===== src/rtl/rv_pkg.sv =====
// Shared fetch-path types and constants for the RV32 pipeline.
// Used by fetch_buf and fetch_stage.
package rv_pkg;

  localparam logic [31:0] NOP_INSTR    = 32'h0000_0013;
  localparam logic [31:0] RESET_PC_DEF = 32'h0000_0000;

  typedef struct packed {
    logic [31:0] pc;
    logic [31:0] instr;
    logic        filled;
  } fetch_entry_t;

endpackage


===== src/rtl/fetch_buf.sv =====
// In-order instruction buffer: entries are allocated at request issue, filled at
// response and popped into IF/ID; a clear drops every entry.
module fetch_buf
  import rv_pkg::*;
#(
  parameter  int unsigned DEPTH = 2,
  localparam int unsigned CW    = $clog2(DEPTH) + 1
) (
  input  logic         clk,
  input  logic         rst_n,
  input  logic         alloc_i,
  input  logic [31:0]  alloc_pc_i,
  input  logic         fill_i,
  input  logic [31:0]  fill_instr_i,
  input  logic         pop_i,
  input  logic         clear_i,
  output fetch_entry_t head_o,
  output logic         head_filled_o,
  output logic [CW-1:0] occ_o,
  output logic [CW-1:0] unfilled_o
);

  localparam int unsigned AW = CW - 1;

  // Pointers carry one extra wrap bit so occupancy is a plain difference.
  logic [CW-1:0] alloc_ptr_q, alloc_ptr_d;
  logic [CW-1:0] fill_ptr_q,  fill_ptr_d;
  logic [CW-1:0] rd_ptr_q,    rd_ptr_d;
  fetch_entry_t  entries_q [DEPTH];
  fetch_entry_t  entries_d [DEPTH];

  always_comb begin
    entries_d   = entries_q;
    alloc_ptr_d = alloc_ptr_q;
    fill_ptr_d  = fill_ptr_q;
    rd_ptr_d    = rd_ptr_q;
    if (clear_i) begin
      alloc_ptr_d = '0;
      fill_ptr_d  = '0;
      rd_ptr_d    = '0;
    end else begin
      if (alloc_i) begin
        entries_d[alloc_ptr_q[AW-1:0]] = '{pc: alloc_pc_i, instr: '0, filled: 1'b0};
        alloc_ptr_d = alloc_ptr_q + CW'(1);
      end
      if (fill_i) begin
        entries_d[fill_ptr_q[AW-1:0]].instr  = fill_instr_i;
        entries_d[fill_ptr_q[AW-1:0]].filled = 1'b1;
        fill_ptr_d = fill_ptr_q + CW'(1);
      end
      if (pop_i) begin
        rd_ptr_d = rd_ptr_q + CW'(1);
      end
    end
  end

  always_ff @(posedge clk or negedge rst_n) begin
    if (!rst_n) begin
      alloc_ptr_q <= '0;
      fill_ptr_q  <= '0;
      rd_ptr_q    <= '0;
      for (int unsigned i = 0; i < DEPTH; i++) begin
        entries_q[i] <= '0;
      end
    end else begin
      alloc_ptr_q <= alloc_ptr_d;
      fill_ptr_q  <= fill_ptr_d;
      rd_ptr_q    <= rd_ptr_d;
      entries_q   <= entries_d;
    end
  end

  always_comb begin
    head_o        = entries_q[rd_ptr_q[AW-1:0]];
    occ_o         = alloc_ptr_q - rd_ptr_q;
    unfilled_o    = alloc_ptr_q - fill_ptr_q;
    head_filled_o = (occ_o != '0) && head_o.filled;
  end

endmodule


===== src/rtl/fetch_stage.sv =====
// RV32 IF stage plus IF/ID register: PCF, in-order imem requests, stale-response kill.
// Optional perf counters when FETCH_PERF_CNT_EN is defined.
module fetch_stage
  import rv_pkg::*;
#(
  parameter logic [31:0] RESET_PC  = RESET_PC_DEF,
  parameter int unsigned BUF_DEPTH = 2
) (
  input  logic        clk,
  input  logic        rst_n,
  input  logic        StallF,
  input  logic        StallD,
  input  logic        FlushD,
  input  logic        PCSrcE,
  input  logic [31:0] PCTargetE,
  output logic        IMemValid,
  output logic [31:0] IMemAddr,
  input  logic        IMemReady,
  input  logic        IMemRValid,
  input  logic [31:0] IMemRData,
  output logic [31:0] InstrD,
  output logic [31:0] PCD,
  output logic [31:0] PCPlus4D,
`ifdef FETCH_PERF_CNT_EN
  output logic [31:0] PerfFetchCnt,
  output logic [31:0] PerfBubbleCnt,
`endif
  output logic        ValidD
);

  localparam int unsigned CW = $clog2(BUF_DEPTH) + 1;

  logic [31:0]   pcf_q, pcf_d;
  logic [CW-1:0] kill_q, kill_d;
  logic [31:0]   instr_q, instr_d;
  logic [31:0]   pcd_q, pcd_d;
  logic [31:0]   pcp4_q, pcp4_d;
  logic          valid_q, valid_d;

  fetch_entry_t  head;
  logic          head_filled;
  logic [CW-1:0] occ;
  logic [CW-1:0] unfilled;
  logic [CW:0]   inflight;
  logic          fire;
  logic          fill;
  logic          pop;
  logic          bubble_load;

  fetch_buf #(.DEPTH(BUF_DEPTH)) u_buf (
    .clk          (clk),
    .rst_n        (rst_n),
    .alloc_i      (fire),
    .alloc_pc_i   (pcf_q),
    .fill_i       (fill),
    .fill_instr_i (IMemRData),
    .pop_i        (pop),
    .clear_i      (PCSrcE),
    .head_o       (head),
    .head_filled_o(head_filled),
    .occ_o        (occ),
    .unfilled_o   (unfilled)
  );

  always_comb begin
    inflight    = {1'b0, occ} + {1'b0, kill_q};
    IMemValid   = rst_n & ~StallF & ~PCSrcE & (inflight < (CW+1)'(BUF_DEPTH));
    IMemAddr    = pcf_q;
    fire        = IMemValid & IMemReady;
    fill        = IMemRValid & (kill_q == '0) & ~PCSrcE;
    pop         = ~PCSrcE & ~FlushD & ~StallD & head_filled;
    bubble_load = (PCSrcE | FlushD | ~StallD) & ~pop;
  end

  // A redirect turns every still-unfilled request into a kill credit; a response
  // arriving in that same cycle is retired from the credit straight away.
  always_comb begin
    kill_d = kill_q;
    pcf_d  = pcf_q;
    if (PCSrcE) begin
      kill_d = kill_q + unfilled - CW'(IMemRValid);
      pcf_d  = PCTargetE;
    end else begin
      if (IMemRValid && (kill_q != '0)) kill_d = kill_q - CW'(1);
      if (fire)                         pcf_d  = pcf_q + 32'd4;
    end
  end

  always_comb begin
    instr_d = instr_q;
    pcd_d   = pcd_q;
    pcp4_d  = pcp4_q;
    valid_d = valid_q;
    if (pop) begin
      instr_d = head.instr;
      pcd_d   = head.pc;
      pcp4_d  = head.pc + 32'd4;
      valid_d = 1'b1;
    end else if (bubble_load) begin
      instr_d = NOP_INSTR;
      valid_d = 1'b0;
    end
  end

  always_ff @(posedge clk or negedge rst_n) begin
    if (!rst_n) begin
      pcf_q   <= RESET_PC;
      kill_q  <= '0;
      instr_q <= NOP_INSTR;
      pcd_q   <= '0;
      pcp4_q  <= '0;
      valid_q <= 1'b0;
    end else begin
      pcf_q   <= pcf_d;
      kill_q  <= kill_d;
      instr_q <= instr_d;
      pcd_q   <= pcd_d;
      pcp4_q  <= pcp4_d;
      valid_q <= valid_d;
    end
  end

  assign InstrD   = instr_q;
  assign PCD      = pcd_q;
  assign PCPlus4D = pcp4_q;
  assign ValidD   = valid_q;

`ifdef FETCH_PERF_CNT_EN
  logic [31:0] fetch_cnt_q, fetch_cnt_d;
  logic [31:0] bubble_cnt_q, bubble_cnt_d;

  always_comb begin
    fetch_cnt_d  = fetch_cnt_q + {31'd0, pop};
    bubble_cnt_d = bubble_cnt_q + {31'd0, bubble_load & ~StallD};
  end

  always_ff @(posedge clk or negedge rst_n) begin
    if (!rst_n) begin
      fetch_cnt_q  <= '0;
      bubble_cnt_q <= '0;
    end else begin
      fetch_cnt_q  <= fetch_cnt_d;
      bubble_cnt_q <= bubble_cnt_d;
    end
  end

  assign PerfFetchCnt  = fetch_cnt_q;
  assign PerfBubbleCnt = bubble_cnt_q;
`endif

  a_rsp_expected: assert property (@(posedge clk) disable iff (!rst_n)
    IMemRValid |-> ((kill_q != '0) || (unfilled != '0)));
  a_counters_bounded: assert property (@(posedge clk) disable iff (!rst_n)
    (occ <= CW'(BUF_DEPTH)) && (kill_q <= CW'(BUF_DEPTH)));

endmodule

===== config.mk =====
export PLATFORM = sky130hd
export DESIGN_NAME = fetch_stage
export DESIGN_NICKNAME = d
export VERILOG_FILES = /design/src/rtl/rv_pkg.sv /design/src/rtl/fetch_buf.sv /design/src/rtl/fetch_stage.sv
export SDC_FILE = /design/constraint.sdc
export NUM_CORES = 1
export LEC_CHECK = 0
export BUFFER_PORTS_ARGS = -buffer_cell sky130_fd_sc_hd__clkbuf_2
export CAP_MARGIN = 40
export CELL_PAD_IN_SITES_DETAIL_PLACEMENT = 0
export CELL_PAD_IN_SITES_GLOBAL_PLACEMENT = 2
export CORE_MARGIN = 2
export CORE_UTILIZATION = 36
export DETAILED_ROUTE_END_ITERATION = 12
export PLACE_DENSITY = 0.77
export SLEW_MARGIN = 20
export SYNTH_ARGS = -nofsm -noshare
export SYNTH_HDL_FRONTEND = slang
export SYNTH_SLANG_ARGS = --single-unit

===== constraint.sdc =====
create_clock -name clk -period 3.3 [get_ports clk]
set_input_delay 0.165 -clock clk [delete_from_list [all_inputs] [get_ports clk]]
set_output_delay 0.165 -clock clk [all_outputs]
set_load 0.1 [all_outputs]

# Word level (Yosys, flattened, before mapping)
# Cells that the tools add are included.
[word_totals]
register_bits = 267
latchBits = 0
mem_bits_rw = 0
romBits = 0
elab_cells = 93
memories = 0
[op_classes]
n_addsub = 11
multipliers = 0
div = 0
magnitude_cmp = 6
n_eq_ne = 0
shift = 0
muxes = 29
bitwise = 20
reduce_logical = 12
[op_table]
columns = ["cell", "n"]
rows = [
  ["bitwise mux 130 bit", 3],
  ["two-way mux 130 bit", 3],
  ["two-way mux 65 bit", 4],
  ["demux 65 bit (select 1 bit)", 3],
  ["two-way mux 32 bit", 4],
  ["adder 32 x 3 -> 32 bit (second input constant)", 2],
  ["two-way mux 33 bit", 1],
  ["two-way mux 2 bit", 8],
  ["nonzero test 2 bit", 7],
  ["bitwise AND 1 bit", 10],
  ["adder 2 x 1 -> 2 bit (second input constant)", 3],
  [">= comparator 2 bit (second input constant)", 3],
  ["inverter 1 -> 2 bit", 3],
  ["inverter 1 bit", 5],
  ["logical AND 1 bit", 4],
  ["< comparator 2 x 1 -> 1 bit (second input constant)", 2],
  ["subtractor 2 bit", 2],
  ["adder 2 x 2 -> 3 bit", 1],
  ["< comparator 3 x 2 -> 1 bit (second input constant)", 1],
  ["two-way mux 1 bit", 3],
  ["adder 2 bit", 1],
  ["logical NOT 2 bit", 1],
  ["bitwise OR 1 bit", 2],
  ["subtractor 2 x 1 -> 2 bit", 1],
  ["subtractor 2 x 1 -> 2 bit (second input constant)", 1],
]

# Longest topological paths before layout
# Gate-level depths: netlist of run 1.
[logic_depth]
word_depth = 11
mapped_depth = 12

# By module
# A second synthesis of run 1 with hierarchy kept.
[hier_totals]
cells_unflattened = 1019
hier_area_um2 = 12086.6
[by_module_without_submodules]
columns = ["mod", "instances", "cells_per_inst", "area_per_inst_um2", "seq_area_each_um2"]
rows = [
  ["fetch_buf", 1, 393, 6067.1, 3403.3],
  ["fetch_stage", 1, 626, 6019.5, 3231.8],
]

# Least setup slack after synthesis of run 1
# No wires, ideal clock.
[synth_path]
kind = "register to register"
start = "register u_buf.rd_ptr_q[0]"
end = "register pcp4_q[26] (netlist: PCPlus4D[26])"
setup_time_ns = 0.122
arrival_ns = 2.856
required_ns = 3.178
slack_ns = 0.322
stages_incl_launch_ff = 13
synth_period_minus_slack_ns = 2.978
path_cell_list = "dfrtp_1 -> clkbuf_2 -> buf_2 -> buf_2 -> buf_1 -> mux2_2 -> ha_1 -> nand4b_1 -> a221oi_1 -> clkbuf_1 -> and3_1 -> a31oi_1 -> a22o_1"
[synth_rtl]
columns = ["item", "line_no", "rtl"]
rows = [
  ["start, declared", "fetch_buf.sv:28", "logic [CW-1:0] rd_ptr_q, rd_ptr_d;"],
  ["start signal, assigned", "fetch_buf.sv:68", "rd_ptr_q <= rd_ptr_d;"],
  ["end signal, assigned", "fetch_stage.sv:118", "pcp4_q <= pcp4_d;"],
  ["end, declared", "fetch_stage.sv:37", "logic [31:0] pcp4_q, pcp4_d;"],
]

# Worst setup path after layout of run 1
[layout_path]
start = "register u_buf.alloc_ptr_q[0]"
end = "register pcf_q[9] (netlist: IMemAddr[9])"
[layout_via]
elab_chain_len = 6
[layout_rtl]
columns = ["item", "line_no", "rtl"]
rows = [
  ["start, declared", "fetch_buf.sv:26", "logic [CW-1:0] alloc_ptr_q, alloc_ptr_d;"],
  ["start signal, assigned", "fetch_buf.sv:66", "alloc_ptr_q <= alloc_ptr_d;"],
  ["subtractor 2 bit", "fetch_buf.sv:75", "occ_o = alloc_ptr_q - rd_ptr_q;"],
  ["adder 2 x 2 -> 3 bit", "fetch_stage.sv:66", "inflight = {1'b0, occ} + {1'b0, kill_q};"],
  ["< comparator 3 x 2 -> 1 bit", "fetch_stage.sv:67", "IMemValid = rst_n & ~StallF & ~PCSrcE & (inflight < (CW+1)'(BUF_DEPTH));"],
  ["bitwise AND 1 bit", "fetch_stage.sv:67", ""],
  ["bitwise AND 1 bit", "fetch_stage.sv:69", "fire = IMemValid & IMemReady;"],
  ["nonzero test 2 bit (no source line)", "--", ""],
  ["end signal, assigned", "fetch_stage.sv:114", "pcf_q <= pcf_d;"],
  ["end, declared", "fetch_stage.sv:33", "logic [31:0] pcf_q, pcf_d;"],
]
# Every way passes these cells.
# A chain may end at the register's enable or synchronous reset.

==> flow_metrics.tcl, run 1 <==
set metrics [dict create \
    dieArea_sq_mm 0.0354 \
    synth_top_area_share_pct 53.8 \
    synthDistinctLibCells 60 \
    htreeDepth 1 \
    fmax_ghz 0.325 \
    final_common_cell "nand2_1" \
    ir_worst_vdd_uv 430 \
    routedWlPerCell_um 18.0 \
    hpwl_mm 23.2 \
    synth_top_flop_cell "dfrtp_1" \
    core_sq_mm 0.0334 \
    hold_class "input port to asynchronous set/reset pin" \
    final_core_util_pct 46.3 \
    synth.avg_cell_area_sq_um 10.1 \
    ys_seq_area_share_pct 54.4 \
    first_global_vias 9472 \
    synth.area.top_cells "dfrtp_1 54%, nand2_1 8.3%, mux2_2 6.0%" \
    finalSetupViolations 0 \
    critPathArrivalTime_ns 3.48 \
    insertedDiodeCount 0 \
    path_max_fanout 30 \
    max_cap_violations 0 \
    hold_buffers 66 \
    synth_edf_count 0 \
    grt_max_degree 154 \
    via_per_inst 5.07 \
    start_util_pct 36.5 \
    setup_tns_ns 0 \
    wl_mm 34.7 \
    die_w_um 188 \
    synth_area_sq_mm 0.0122 \
    drv_slew 0 \
    die_height_um 188 \
    drc 0 \
    finalHoldViolCount 0 \
    worstMarginPinSlew_ns 0.914 \
    final_cell_mix "268 x nand2_1, 261 x dfrtp_1, 199 x clkbuf_2, 136 x o21ai_0, 66 x dlygate4sd3_1" \
    status "finished clean" \
    worst_path_largest_cell_delay_ns 0.53 \
    grt_pass1_wl_mm 55.0 \
    start_kind "flip-flop" \
    worstSkewPairLatency_ns 0.55 \
    hold_slack_ns 0.0954 \
    p_leak_uw 0.00710 \
    detail_route.first_pass.iterations 7 \
    crit_path_top_delay_cell "or4_1" \
    netlist_instances 1207 \
    antenna_found_initial 0 \
    synth_area_leader_cell "dfrtp_1" \
    setup_slack_ns 0.218 \
    synthArstFlopShare_pct 100 \
    drt_iter0_markers 550 \
    cp.required_ns 3.70 \
    path_cells "inv_1 -> ha_1 -> xnor3_1 -> fa_1 -> and2_1 -> nand3_1 -> buf_12 -> or4_1 -> xnor2_1 -> o21ai_0" \
    nets 1537 \
    fin_crit_sh_pct 93.4 \
    vias 9778 \
    power_uw 12400 \
    ant_nets 0 \
    synth_fp_nets 1287 \
    cts_root_buffer "clkbuf_16" \
    cts_made_buffers 29 \
    preCtsSetupSlack_ns 0.223 \
    ioPinCount 202 \
    critPathKind "flip-flop to flip-flop" \
    overflow 0 \
    rows 67 \
    clock-sinks 265 \
    layout_min_cycle_time_ns 3.08 \
    cts.clk_slew.worst_paths_ns 0.06 \
    grt_setup_unrepaired "no" \
    endpoint_kind "flip-flop" \
    cts_setup_buffers 0 \
    clock_skew_ns 0.00977 \
    slew_headroom_pct 39.0 \
    cts_max_path_buffers 3 \
    io_buffer_count 201 \
    syn_to_final_growth_pct 27.0 \
    cts_tree "done" \
    yosysWarnings 0 \
    gp_congestion 0.768 \
    grt_use_total_pct 19.5 \
    synth_seq_cells 265 \
    layout-drive-gt1-share_pct 24.1 \
    postCtsResizedCells 0 \
    powerDensity_mw_per_mm2 799 \
]
==> stage by stage <==
step           instances  instance area, sq um
6_report            1928                 15500
5_1_grt             1928                 15500
4_1_cts             1926                 15400
3_5_place_dp        1806                 13800
3_3_place_gp        1806                 13800
2_1_floorplan       1207                 12200
==> critical path, delay by kind of cell, from the launching register on <==
family	cells	cell delay [ns]
AOI/OAI and AO/OA	1	0.08
and+or+nand+nor	3	0.90
adders and majority gates	2	0.68
xor gates and xnor gates	2	0.42
DFF	1	0.44
buffers and inverters	2	0.38
==> cell families after synthesis <==
logic type / share of synthesized area, %
xor+xnor: 2.27
compound gates: 11.8
simple gates: 16.4
flops: 54.4
buf+inv: 3.07
fa+ha+maj: 1.01
mux: 11.1
==> cell usage after synthesis, types with 4 or more instances <==
| cell type | count |
|---|---|
| a21o_1 | 6 |
| a21oi_1 | 33 |
| a221o_1 | 8 |
| a22oi_1 | 5 |
| a31oi_1 | 8 |
| and2_1 | 7 |
| and3_1 | 10 |
| buf_1 | 5 |
| buf_2 | 13 |
| clkbuf_1 | 56 |
| dfrtp_1 | 262 |
| ha_1 | 5 |
| inv_1 | 16 |
| mux2_2 | 65 |
| mux2i_1 | 62 |
| nand2_1 | 269 |
| nand2b_1 | 4 |
| nand3_1 | 39 |
| nand4_1 | 27 |
| nand4b_1 | 8 |
| nor2_1 | 40 |
| nor2b_1 | 4 |
| nor3_1 | 8 |
| nor3b_1 | 5 |
| nor4_1 | 4 |
| o211ai_1 | 6 |
| o21ai_0 | 136 |
| o311ai_0 | 10 |
| o31ai_1 | 5 |
| or3_1 | 4 |
| or4_1 | 4 |
| xnor2_1 | 21 |
| xor2_1 | 8 |
==> final cells by class <==
cell class	instances	area, sq um
Clock buffer	42	855
Fill cell	3235	18000
Timing Repair Buffer	296	2010
Multi-Input combinational cell	849	5220
Clock inverter	12	141
Tap cell	448	561
Inverter	16	60.1
Sequential cell	265	6640
==> metal layers <==
layer | part of all wire [%] | GRT usage, % | up-vias
met5 | 0 | 0 | -
met4 | 2.4 | 5.18 | 0
met3 | 4.3 | 2.32 | 48
met2 | 42 | 27.6 | 231
met1 | 52 | 31.0 | 4760
li1 | - | - | 4739
==> path summary, 6_finish.rpt <==
| path | slack [ns] | to | from | cells after the start |
|---|---|---|---|---|
| worst max-delay path | 0.22 | IMemAddr[9] | u_buf.alloc_ptr_q[0] | 10 |
| worst min-delay path | 0.1 | IMemAddr[15] | rst_n | 3 |
| worst max register to register | 0.22 | IMemAddr[9] | u_buf.alloc_ptr_q[0] | 10 |
| worst min register to register | 0.48 | InstrD[26] | InstrD[26] | 2 |
| max in group asynchronous | 1.81 | PCPlus4D[24] | rst_n | 5 |
| min in group clk | 0.10 | u_buf.fill_ptr_q[0] | IMemRValid | 4 |
==> report_power, final <==
part           leakage [uW]  internal, uW  switching (uW)  total, uW
registers           0.00348          4080             625       4710
clock network      0.000495          2020            1340       3360
logic               0.00312          1110            3200       4310
total               0.00710          7220            5160      12400
Power figures use the tool's default switching activity.
==> inputs of run 2 (changes only) <==
- CORE_MARGIN: 2 -> 5
==> run 2 against run 1 <==
Register-to-register slack better by 0.07 ns. Sequential power about the same. Clock-buffer cell count is 2 higher. Worst hold slack got worse by 0.029 ns. First-iteration DRC count fell by 5.1%. Wire length grew 3.5%. Critical path depth is 3 lower. Combinational power is essentially flat. Critical endpoint is now IMemValid.
==> flow_metrics.tcl, run 2 (same netlist as run 1, synthesis figures left out) <==
set metrics [dict create \
    pwr-share-comb_pct 34.1 \
    grt_use_total_pct 18.8 \
    nets 1545 \
    p_leak_uw 0.00717 \
    cts_root_buffer "clkbuf_16" \
    core_sq_mm 0.0335 \
    internal-power_uw 7470 \
    critPathTopFamily "adder cells" \
    worstSkewPairLatency_ns 0.56 \
    hold_slack_ns 0.0661 \
    finalHoldViolCount 0 \
    fmax_ghz 0.329 \
    switching_share_pct 41.0 \
    p_sw_uw 5190 \
    overflow 0 \
    cts_setup_buffers 0 \
    drt_iter0_markers 522 \
    gp_congestion 0.777 \
    r2r_cells 9 \
    postCtsResizedCells 0 \
    drc 0 \
    grt_pass1_wl_mm 58.3 \
    io_buffer_count 201 \
    detail_route.first_pass.iterations 5 \
    grt_setup_unrepaired "no" \
    fin_crit_sh_pct 92.1 \
    final_cell_mix "268 x nand2_1, 261 x dfrtp_1, 200 x clkbuf_2, 136 x o21ai_0, 66 x dlygate4sd3_1" \
    syn_to_final_growth_pct 28.2 \
    crit_path_top_delay_cell "fa_1" \
    rrSetupSlack_ns 0.29 \
    htreeDepth 1 \
    hold_buffers 66 \
    critPathArrivalTime_ns 2.88 \
    clock_skew_ns 0.0142 \
    path_cells "inv_1 -> ha_1 -> xnor3_1 -> fa_1 -> and2_1 -> and2_1 -> clkbuf_2" \
    worst_path_largest_cell_delay_ns 0.52 \
    status "finished clean" \
    critPathLaunch "u_buf.alloc_ptr_q[0]" \
    ir_worst_vdd_uv 459 \
    r2r-start "u_buf.alloc_ptr_q[0]" \
    final_common_cell "nand2_1" \
    insertedDiodeCount 0 \
    via_per_inst 5.09 \
    cts_tree "done" \
    setup_tns_ns 0 \
    nFillCells 3312 \
    slew_headroom_pct 52.4 \
    critPathKind "flip-flop to primary output" \
    layout_min_cycle_time_ns 3.04 \
    routedWlPerCell_um 18.5 \
    ant_nets 0 \
    clock-sinks 265 \
    vias 9864 \
    max_cap_violations 0 \
    antenna_found_initial 1 \
    start_util_pct 36.4 \
    die_height_um 194 \
    power.share.clock_pct 28.6 \
    cts_made_buffers 30 \
    cp_num_cells 7 \
    cts.clk_slew.worst_paths_ns 0.06 \
    die_w_um 194 \
    cpMostUsedCell "and2_1" \
    first_global_vias 9939 \
    ioPinCount 202 \
    endpoint "IMemValid" \
    crit_buf_inv 2 \
    drv_slew 0 \
    finalSetupViolations 0 \
    dieArea_sq_mm 0.0377 \
    rows 67 \
    powerDensity_mw_per_mm2 810 \
    layout-drive-gt1-share_pct 24.2 \
    hpwl_mm 24.6 \
    cts_max_path_buffers 3 \
    final_cell_area_sq_mm 0.0156 \
    wl_mm 35.9 \
    grt_max_degree 97 \
    hold_class "input port to asynchronous set/reset pin" \
    placedInstanceArea_sq_mm 0.0138 \
    path_max_fanout 5 \
    start_kind "flip-flop" \
    r2r_end "u_buf.entries_q[76]" \
    power_frac_seq_pct 37.3 \
    worstMarginPinSlew_ns 0.694 \
    cp.required_ns 3.13 \
    endpoint_kind "primary output" \
]
==> run 2: changes by cell type in the layout (fill, tap and decap cells not counted), sizes merged <==
cell    previous run  this run
bufinv             3         6
inv               17        16
clkbuf           241       244
clkinv             7         5
buf               31        37
==> run 2: stage by stage <==
step,util [%],worst slack [ns],std cells,total power [uW]
finish,46.6,0.259,1937,12700
global route,46.6,0.0318,1937,13400
CTS,46.3,0.216,1933,12800
detailed placement,41.1,0.267,1811,9050
global placement,41.1,0.375,1811,9000
floorplan,-,0.322,1207,7990
==> run 2: area by class of cell <==
type / count / area, sq um / share of cell area (%)
multi-input cells: 849 / 5220 / 33.4
inverters: 16 / 60.1 / 0.384
clock inverters: 12 / 213 / 1.36
flip-flops and latches: 265 / 6640 / 42.5
repair buffers: 303 / 2080 / 13.3
well taps: 448 / 561 / 3.58
clock buffers: 44 / 865 / 5.53
==> run 2: worst min-delay path by stage <==
stage                     start  depth (start not counted)     endpoint
final                     rst_n                          2  IMemAddr[2]
after global routing      rst_n                          2  IMemAddr[5]
after CTS                 rst_n                          2  IMemAddr[2]
after detailed placement  rst_n                          1  IMemAddr[2]
after global placement    rst_n                          1  IMemAddr[5]
after floorplan           rst_n                          0  IMemAddr[0]
==> run 2: power groups by stage <==
stage               logic, uW  clock network (uW)  registers, uW
finish                   4320                3620           4720
floorplan                1540                   0           6450
global route             4660                3860           4830
global placement         4250                   0           4750
detailed placement       4280                   0           4780
CTS                      4350                3730           4720
==> run 2: layer usage <==
metal | vias up | routed length (um) | GRT usage [%]
li1 | 4774 | - | -
met1 | 4820 | 18600 | 29.9
met2 | 218 | 15000 | 27.2
met3 | 50 | 1730 | 2.81
met4 | 2 | 574 | 3.62
met5 | - | 13 | 0
==> inputs of run 3 (changes only) <==
- CORE_ASPECT_RATIO: unset -> 1.1
- clock period: 3.3 -> 3.4 ns (I/O delays scaled with it)
==> run 3 against run 2 <==
Non-clock buffer count decreased by 5. Via count is 0.79% lower. Sequential power down 3%. Worst hold slack gained 0.043 ns. Setup slack improved by 0.029 ns. Total power is 2.6% lower. Clock-buffer cell count unchanged. Clock skew shrank 0.0044 ns. Wire length shrank 0.96%. Register-to-register slack gained 0.05 ns. Critical path depth is 1 lower. Critical endpoint unchanged.
==> flow_metrics.tcl, run 3 (same netlist as run 1, synthesis figures left out) <==
set metrics [dict create \
    status "finished clean" \
    layout.cells.non_filler 1916 \
    insertedDiodeCount 0 \
    grt_use_total_pct 18.8 \
    critPathArrivalTime_ns 2.94 \
    ir_worst_vdd_uv 488 \
    via_per_inst 5.11 \
    fin_crit_sh_pct 91.5 \
    die_w_um 186 \
    hpwl_mm 24.2 \
    cts_made_buffers 30 \
    final_cell_mix "268 x nand2_1, 261 x dfrtp_1, 200 x clkbuf_2, 136 x o21ai_0, 66 x dlygate4sd3_1" \
    htreeDepth 1 \
    endpoint_kind "primary output" \
    drc 0 \
    overflow 0 \
    start_kind "flip-flop" \
    dieArea_sq_mm 0.0377 \
    final_cell_area_sq_mm 0.0156 \
    clock-sinks 265 \
    power_frac_seq_pct 37.1 \
    grt_pass1_wl_mm 56.7 \
    placedInstanceArea_sq_mm 0.0138 \
    first_global_vias 9693 \
    nets 1540 \
    rows 70 \
    setup_tns_ns 0 \
    worstMarginPinSlew_ns 0.796 \
    pwr-share-comb_pct 33.8 \
    cts_max_path_buffers 3 \
    ioPinCount 202 \
    layout_min_cycle_time_ns 3.11 \
    die_height_um 203 \
    antenna_found_initial 0 \
    wl_mm 35.5 \
    dp_cells 1794 \
    critPathKind "flip-flop to primary output" \
    cts_setup_buffers 0 \
    finalSetupViolations 0 \
    hold_class "input port to flip-flop" \
    layout-drive-gt1-share_pct 24.2 \
    io_buffer_count 201 \
    cts_root_buffer "clkbuf_16" \
    final_common_cell "nand2_1" \
    start_util_pct 36.6 \
    p_leak_uw 0.00715 \
    cts_tree "done" \
    internal-power_uw 7310 \
    fmax_ghz 0.321 \
    drt_iter0_markers 627 \
    grt_max_degree 143 \
    gp_congestion 0.773 \
    clock_skew_ns 0.00977 \
    powerDensity_mw_per_mm2 792 \
    p_sw_uw 5030 \
    cp.required_ns 3.23 \
    path_max_fanout 16 \
    ant_nets 0 \
    hold_slack_ns 0.109 \
    syn_to_final_growth_pct 27.6 \
    vias 9786 \
    cts.clk_slew.worst_paths_ns 0.06 \
    detail_route.first_pass.iterations 4 \
    drv_slew 0 \
    core_sq_mm 0.0334 \
    max_cap_violations 0 \
    grt_setup_unrepaired "no" \
    finalHoldViolCount 0 \
    power.share.clock_pct 29.1 \
    switching_share_pct 40.7 \
    routedWlPerCell_um 18.5 \
    worstSkewPairLatency_ns 0.55 \
    slew_headroom_pct 46.9 \
]
run 3: cell count changes in the layout (fill, tap and decap cells not counted), sizes merged:
cell / before / now
buf: 37 / 32
run 3: through the flow:
step	utilization (%)	total power, uW	setup slack, ns
floorplan	-	7750	0.422
global placement	41.2	8700	0.406
detailed placement	41.3	8770	0.345
CTS	46.7	12500	0.250
global route	46.7	13000	0.151
finish	46.7	12300	0.288
run 3: power groups by stage:
stage / Sequential, uW / Clock, uW / Combinational, uW
3_3_place_gp: 4600 / 0 / 4090
5_1_grt: 4680 / 3850 / 4500
2_1_floorplan: 6260 / 0 / 1490
3_5_place_dp: 4630 / 0 / 4140
6_report: 4570 / 3590 / 4170
4_1_cts: 4570 / 3690 / 4210
run 3: metal layers:
layer	up-vias	GRT usage (%)	wire length (um)
met4	0	4.01	584
li1	4750	-	-
met1	4772	29.4	17500
met2	233	27.9	15800
met5	-	0	0
met3	31	2.45	1710
run 3: path summary, 6_finish.rpt:
check	start	to	slack, ns	depth (start not counted)
worst max register to register	u_buf.rd_ptr_q[0]	flip-flop	0.34	8
worst min register to register	ValidD	ValidD	0.48	2
max in group asynchronous	rst_n	InstrD[1]	1.82	6
worst min-delay path	IMemRValid	u_buf.fill_ptr_q[0]	0.11	4
worst max-delay path	u_buf.rd_ptr_q[0]	IMemValid	0.29	6
min in group asynchronous	rst_n	IMemAddr[28]	0.26	3
run 3: final cells by class:
class	count	area [sq um]
fillers	3274	17800
flip-flops and latches	265	6640
multi-input cells	849	5220
repair buffers	298	1990
clock buffers	44	895
well taps	432	541
clock inverters	12	224
inverters	16	60.1
run 3: timing repair:
action                    CTS  global route
hold buffers               66             0
hold endpoints to repair  256             0
gates resized for setup     0             0
run 3: worst max-delay path, stage by stage (launching register included):
cell and delay (ns):
dfrtp_4 0.57, ha_1 0.36, nand2b_1 0.17, fa_1 0.47, and2_1 0.16, and2_1 0.18
clkbuf_2 0.48
